==> config.mk <==
export PLATFORM = sky130hd
export DESIGN_NAME = partial_sum_buffer
export DESIGN_NICKNAME = d
export VERILOG_FILES = /design/src/rtl/partial_sum_buffer.sv
export SDC_FILE = /design/constraint.sdc
export NUM_CORES = 2
export LEC_CHECK = 0
export CORE_MARGIN = 5
export CORE_UTILIZATION = 40
export CTS_CLUSTER_DIAMETER = 60
export CTS_CLUSTER_SIZE = 24
export DETAILED_ROUTE_END_ITERATION = 10
export PLACE_DENSITY = 0.65
export RECOVER_POWER = 100
export SKIP_CTS_REPAIR_TIMING = 1
export SLEW_MARGIN = 20
export SYNTH_ARGS = -nofsm -noshare
export SYNTH_HDL_FRONTEND = slang
export SYNTH_SLANG_ARGS = --single-unit
==> constraint.sdc <==
create_clock -name clk -period 4.4 [get_ports clk]
set_input_delay 0.88 -clock clk [delete_from_list [all_inputs] [get_ports clk]]
set_output_delay 0.88 -clock clk [all_outputs]
set_load 0.03 [all_outputs]
==> src/rtl/partial_sum_buffer.sv <==
// Partial-sum store and sequencer for one conv filter's accumulator.
// Keeps a running sum per output pixel and streams final sums out.
module partial_sum_buffer #(
    parameter int DATA_WIDTH              = 32,
    parameter int IFM_SIZE                = 14,
    parameter int KERNAL_SIZE             = 5,
    parameter int IFM_DEPTH               = 3,
    parameter int IFM_SIZE_NEXT           = IFM_SIZE - KERNAL_SIZE + 1,
    parameter int ADDRESS_SIZE_NEXT_IFM   =
        $clog2(IFM_SIZE_NEXT * IFM_SIZE_NEXT),
    parameter int NUMBER_OF_BITS_CHANNELS = $clog2(IFM_DEPTH) + 1
) (
    input  logic                  clk,
    input  logic                  reset,
    input  logic                  start,
    input  logic                  conv_valid,
    output logic                  conv_ready,
    input  logic [DATA_WIDTH-1:0] accu_data_out,
    output logic                  accu_enable,
    output logic [DATA_WIDTH-1:0] data_in_from_next,
    output logic                  out_valid,
    output logic [DATA_WIDTH-1:0] out_data,
    input  logic                  out_ready,
    output logic                  busy,
    output logic                  done
);

    localparam int NPIX = IFM_SIZE_NEXT * IFM_SIZE_NEXT;
    localparam int AW   = ADDRESS_SIZE_NEXT_IFM;
    localparam int CW   = NUMBER_OF_BITS_CHANNELS;

    localparam logic [AW-1:0] LAST_PIX  = AW'(NPIX - 1);
    localparam logic [CW-1:0] LAST_CHAN = CW'(IFM_DEPTH - 1);

    typedef enum logic [1:0] {
        S_IDLE,
        S_ACCUM,
        S_DRAIN,
        S_DONE
    } state_t;

    state_t                  state;
    logic [AW-1:0]           pix_cnt;
    logic [CW-1:0]           chan_cnt;
    logic [DATA_WIDTH-1:0]   mem [NPIX];

    logic beat;
    logic last_chan;
    logic last_pix;

    assign conv_ready = (state == S_ACCUM) && (!out_valid || out_ready);
    assign beat       = conv_valid && conv_ready;
    assign last_chan  = (chan_cnt == LAST_CHAN);
    assign last_pix   = (pix_cnt == LAST_PIX);

    assign accu_enable       = (chan_cnt != '0);
    assign data_in_from_next = mem[pix_cnt];
    assign busy              = (state != S_IDLE);
    assign done              = (state == S_DONE);

    // Storage is never reset: channel 0 takes the bias path and never reads it.
    always_ff @(posedge clk) begin
        if (beat) begin
            mem[pix_cnt] <= accu_data_out;
        end
    end

    always_ff @(posedge clk or negedge reset) begin
        if (!reset) begin
            state    <= S_IDLE;
            pix_cnt  <= '0;
            chan_cnt <= '0;
        end else begin
            unique case (state)
                S_IDLE: begin
                    if (start) begin
                        state    <= S_ACCUM;
                        pix_cnt  <= '0;
                        chan_cnt <= '0;
                    end
                end
                S_ACCUM: begin
                    if (beat) begin
                        if (last_pix) begin
                            pix_cnt <= '0;
                            if (last_chan) begin
                                chan_cnt <= '0;
                                state    <= S_DRAIN;
                            end else begin
                                chan_cnt <= chan_cnt + 1'b1;
                            end
                        end else begin
                            pix_cnt <= pix_cnt + 1'b1;
                        end
                    end
                end
                S_DRAIN: begin
                    if (!out_valid || out_ready) begin
                        state <= S_DONE;
                    end
                end
                S_DONE: begin
                    state <= S_IDLE;
                end
                default: begin
                    state <= S_IDLE;
                end
            endcase
        end
    end

    // Single-entry output register; a pop and a load in one cycle stays full.
    always_ff @(posedge clk or negedge reset) begin
        if (!reset) begin
            out_valid <= 1'b0;
            out_data  <= '0;
        end else if (beat && last_chan) begin
            out_valid <= 1'b1;
            out_data  <= accu_data_out;
        end else if (out_ready) begin
            out_valid <= 1'b0;
        end
    end

endmodule
## Yosys cells after proc, flatten, opt, wreduce, memory -nomap -nowiden

Memories as Yosys holds them, arrays and structs flattened.
Cells that the tools add are included.

| cells by class | value |
|---|---|
| $add $sub $neg | 2 |
| multiply operators | 0 |
| div/mod/pow operators | 0 |
| magnitude comparators | 0 |
| eq/ne operators | 10 |
| shift operators | 0 |
| mux-type cells | 19 |
| bitwise gates (word level) | 0 |
| reduce and logical (&&, ||, !) cells | 13 |

Operators with widths:

| kind | count |
|---|---|
| 7-bit 2-to-1 mux | 3 |
| 7-bit case mux with 2 select lines | 1 |
| 3-bit 2-to-1 mux | 4 |
| 2-bit 2-to-1 mux | 5 |
| 2-bit != test (second input constant) | 5 |
| 2-bit case mux with 4 select lines | 1 |
| 7-bit by 1-bit adder with 7-bit output (second input constant) | 1 |
| 7-bit == test (second input constant) | 1 |
| 3-bit case mux with 2 select lines | 1 |
| 2-bit nonzero test | 3 |
| 5-bit AND reduction | 1 |
| 2-bit == test (second input constant) | 2 |
| 1-bit 2-to-1 mux | 4 |
| 4-bit AND reduction | 1 |
| 3-bit by 1-bit adder with 3-bit output (second input constant) | 1 |
| 3-bit by 2-bit == test with 1-bit output (second input constant) | 1 |
| 1-bit logical AND | 3 |
| 3-bit AND reduction | 1 |
| 3-bit nonzero test | 1 |
| 2-bit by 1-bit == test with 1-bit output (second input constant) | 1 |
| 2-bit zero test | 1 |
| 1-bit zero test | 1 |
| 1-bit logical OR | 1 |

| word-level totals | value |
|---|---|
| register bits | 45 |
| latch bits | 0 |
| memory bits (writable) | 3200 |
| ROM bits | 0 |
| bits of input ports | 37 |
| output and inout port bits | 69 |
| logic and storage cells | 50 |
| memories | 1 |

Memory list:

| memory | words | bits a word | read ports | clocked after Yosys merged registers in | wr ports | line | source |
|---|---|---|---|---|---|---|---|
| mem | 100 | 32 | 1 | 0 | 1 | 45 | `logic [DATA_WIDTH-1:0] mem [NPIX];` |

## Depth between registers and ports, before layout

| logic depth | value |
|---|---|
| depth in word-level cells | 6 |
| mapped depth | 12 |
| depth with buffers taken out | 9 |

## Least setup slack after synthesis

OpenSTA, ideal clock, no wires.

| timing path | value |
|---|---|
| kind | register -> output |
| start | register pix_cnt[2] |
| end | output data_in_from_next[11] |
| data arrival time | 2.789 ns |
| data required time | 3.520 ns |
| path slack | 0.731 ns |
| stages on the path, launching flop included | 9 |
| path buffers | 3 |
| cells stage by stage | dfrtp_1 -> buf_4 -> nor2b_1 -> buf_2 -> buf_2 -> a22oi_1 -> o22a_1 -> o2111a_1 -> o311ai_0 |

| on the way | value |
|---|---|
| word-level cells in the longest chain between the ends | 1 |

RTL lines:

| item | line | source |
|---|---|---|
| start, declared | 43 | `logic [AW-1:0] pix_cnt;` |
| start signal, assigned | 93 | `pix_cnt <= pix_cnt + 1'b1;` |
| memory read 100 x 32 bit | -- |  |
| end, declared | 20 | `output logic [DATA_WIDTH-1:0] data_in_from_next,` |

Every way passes these cells.

## Worst setup path after layout

| timing path | value |
|---|---|
| start | register pix_cnt[4] |
| end | output data_in_from_next[22] |

Same word-level chain as after synthesis.

==> out/summary.txt <==
Clock buffer count from CTS - 185
Leakage - 47.1 nW
Core box area - 311000 um^2
Synth top cells by count - 3200 x edfxtp_1, 804 x a221oi_1, 408 x nor2_1
Hold Path Class - primary input to asynchronous set/reset pin
RSZ-0062 raised after global routing - true
Clk_lat worst skew - 0.92 ns
Peak Freq - 187 MHz
Distinct cell type count of the synthesized netlist - 83
Clk slew on worst S/H paths - 0.09 ns
Num rows - 205
Die area - 323000 um^2
Final Non-Filler Cells - 12289
Critical Path RT - 3.52 ns
Setup WS post-layout - -0.950 ns
PwrDens - 718 nW/um^2
Total wire length - 482 mm
Setup CP Type - register to primary output
Yosys warns - 0
Layout cell share with drive strength beyond 1 - 24.5%
Final core occ - 47.6%
Primary FF master, synth - edfxtp_1
Final setup viols - 602
Total grt overflow - 0
Largest net degree at the start of global routing - 102
Slew headroom - -193%
Final Hold Viols - 0
Max-slew violations - 2787
Root buffer cell - clkbuf_16
Htree depth - 4
Ys async rst share - 1.39%
Drt first pass iters - 9
Worst EP arrival - 4.47 ns
Placed insts - 11781
Drt drc - 0
Mapped Area - 125000 um^2
Status - finished, violations left
Violated checks - max-capacitance violations, max-slew violations, negative setup slack
Die width - 569 um
Nets - 8047
Dominant cell type by area after synthesis - edfxtp_1
Post-synth top area share - 77.0%
Clock sinks - 3245
Post-route clock period utilization - 122%
Most common cell in the netlist - edfxtp_1
Top cells by area, synth - edfxtp_1 77%, a221oi_1 5.6%, a21oi_1 1.6%
Final Cell Area - 148000 um^2
Wire per inst - 39.2 um
Max clock buf depth - 3
Skew final - 0.0578 ns
Critical Path End Type - primary output
Post-synth EDFFs - 3200
Max IR drop VDD - 655 uV
Post-Place Cell Area - 138000 um^2
Gp weighted congestion - 0.963
Reg2reg path depth - 7
Syn avg cell area - 17.2 um^2
Starting Density - 40.1%
Top Metal Used - met5
Pre-CTS WS - -1.36 ns
DP Wirelength - 282 mm
DR vias/cell - 6.76
DR iter-0 viols - 16388
First-pass GRT wire length - 630 mm
IO Port Bufs - 105
Initial antenna violation count - 36
Seq cells post-synth - 3245
CTS tree - yes
Post-Syn Nets - 7284
Met1 WL - 159 mm
Met3 wire len - 74.2 mm
Total power - 106 mW
Setup TNS - -63.30 ns
Sequential element share of the synthesized area - 77.9%
Vias - 83093
Minimum clock period - 5.35 ns
Slew at the pin closest to its max-slew limit - 4.40 ns
IO Count - 106
CP max FO - 20
Vias in the first global route - 76522
Hold slack - 0.409 ns
Global Route Usage Sum - 27.6%
Routed wl met2 - 208 mm
Routed Antenna Nets - 0
Max Cap Viol - 68
Die height - 569 um
Startpoint Class - register
Area Growth Syn to Fin - 18.8%
Post-Syn Instances - 7241
[placed cells by master (no fill, tap or decap), types with 61 or more instances in the layout]
cell / Yosys / final
nor2_1: 408 / 358
nand2b_1: 64 / 62
mux2i_1: 186 / 182
mux2_2: 170 / 169
nand2_1: 208 / 202
a221oi_1: 804 / 649
buf_4: 52 / 583
a22o_1: 61 / 61
clkbuf_2: 0 / 81
clkbuf_1: 152 / 96
edfxtp_1: 3200 / 3200
o21ai_0: 245 / 160
o21ai_1: 5 / 62
buf_12: 0 / 138
a221oi_2: 3 / 132
a21oi_1: 399 / 374
a22oi_1: 168 / 155
o22ai_1: 89 / 75
buf_6: 30 / 87
clkbuf_16: 0 / 228
[final cells by class]
| cell class | count | area [um^2] |
|---|---|---|
| Timing Repair inverter | 1 | 16.3 |
| Inverter | 11 | 101 |
| Clock inverter | 128 | 1580 |
| Clock buffer | 197 | 4710 |
| Fill cell | 25871 | 163000 |
| Tap cell | 4140 | 5180 |
| Multi-Input combinational cell | 3416 | 27700 |
| Sequential cell | 3245 | 97200 |
| Timing Repair Buffer | 1144 | 11700 |
| Antenna cell | 7 | 17.5 |
[per-layer routing]
layer,global-route usage (%),vias to the layer above
met2,41.2,7967
met1,35.7,41904
met5,0,-
met4,17.8,6
li1,-,31586
met3,7.34,1630
[registers in the layout, indices dropped and copies added (netlist names)]
name / count
state: 2
pix_cnt: 7
out_valid: 1
out_data: 32
mem: 3200
chan_cnt: 3
[power by group]
part,switching [mW],total [mW],internal (mW),leakage (nW)
registers,0.354,35.2,34.8,29.3
clock network,10.9,19.8,8.85,3.05
logic,33.1,51.5,18.4,14.7
[final timing paths]
path | from | to | slack [ns]
worst max-delay path | pix_cnt[4] | data_in_from_next[22] | -0.95
worst max register to register | state[1] | mem[67][19] | -0.22
min in group clk | out_data[16] | out_data[16] | 0.50
max in group asynchronous | reset | out_data[13] | 1.96
worst min register to register | out_data[16] | out_data[16] | 0.50
worst min-delay path | reset | out_data[3] | 0.41
[critical path: stages (launching register included)]
cell,delay [ns]
dfrtp_2,0.70
clkbuf_1,0.17
clkbuf_2,0.84
nand2_1,0.54
a21oi_1,0.31
a21oi_2,0.14
a21oi_1,0.38
or3_4,0.27
buf_6,0.14
[kinds of logic after synthesis]
| kind of cell | synth area share [%] |
|---|---|
| buffers and inverters | 2.33 |
| adder cells (fa/ha/maj) | 0.0602 |
| AO/OA/AOI/OAI | 12.5 |
| flip-flops | 77.9 |
| XOR/XNOR | 0.0281 |
| multiplexers | 4.08 |
| AND/OR/NAND/NOR | 3.09 |
Power figures use the tool's default switching activity.
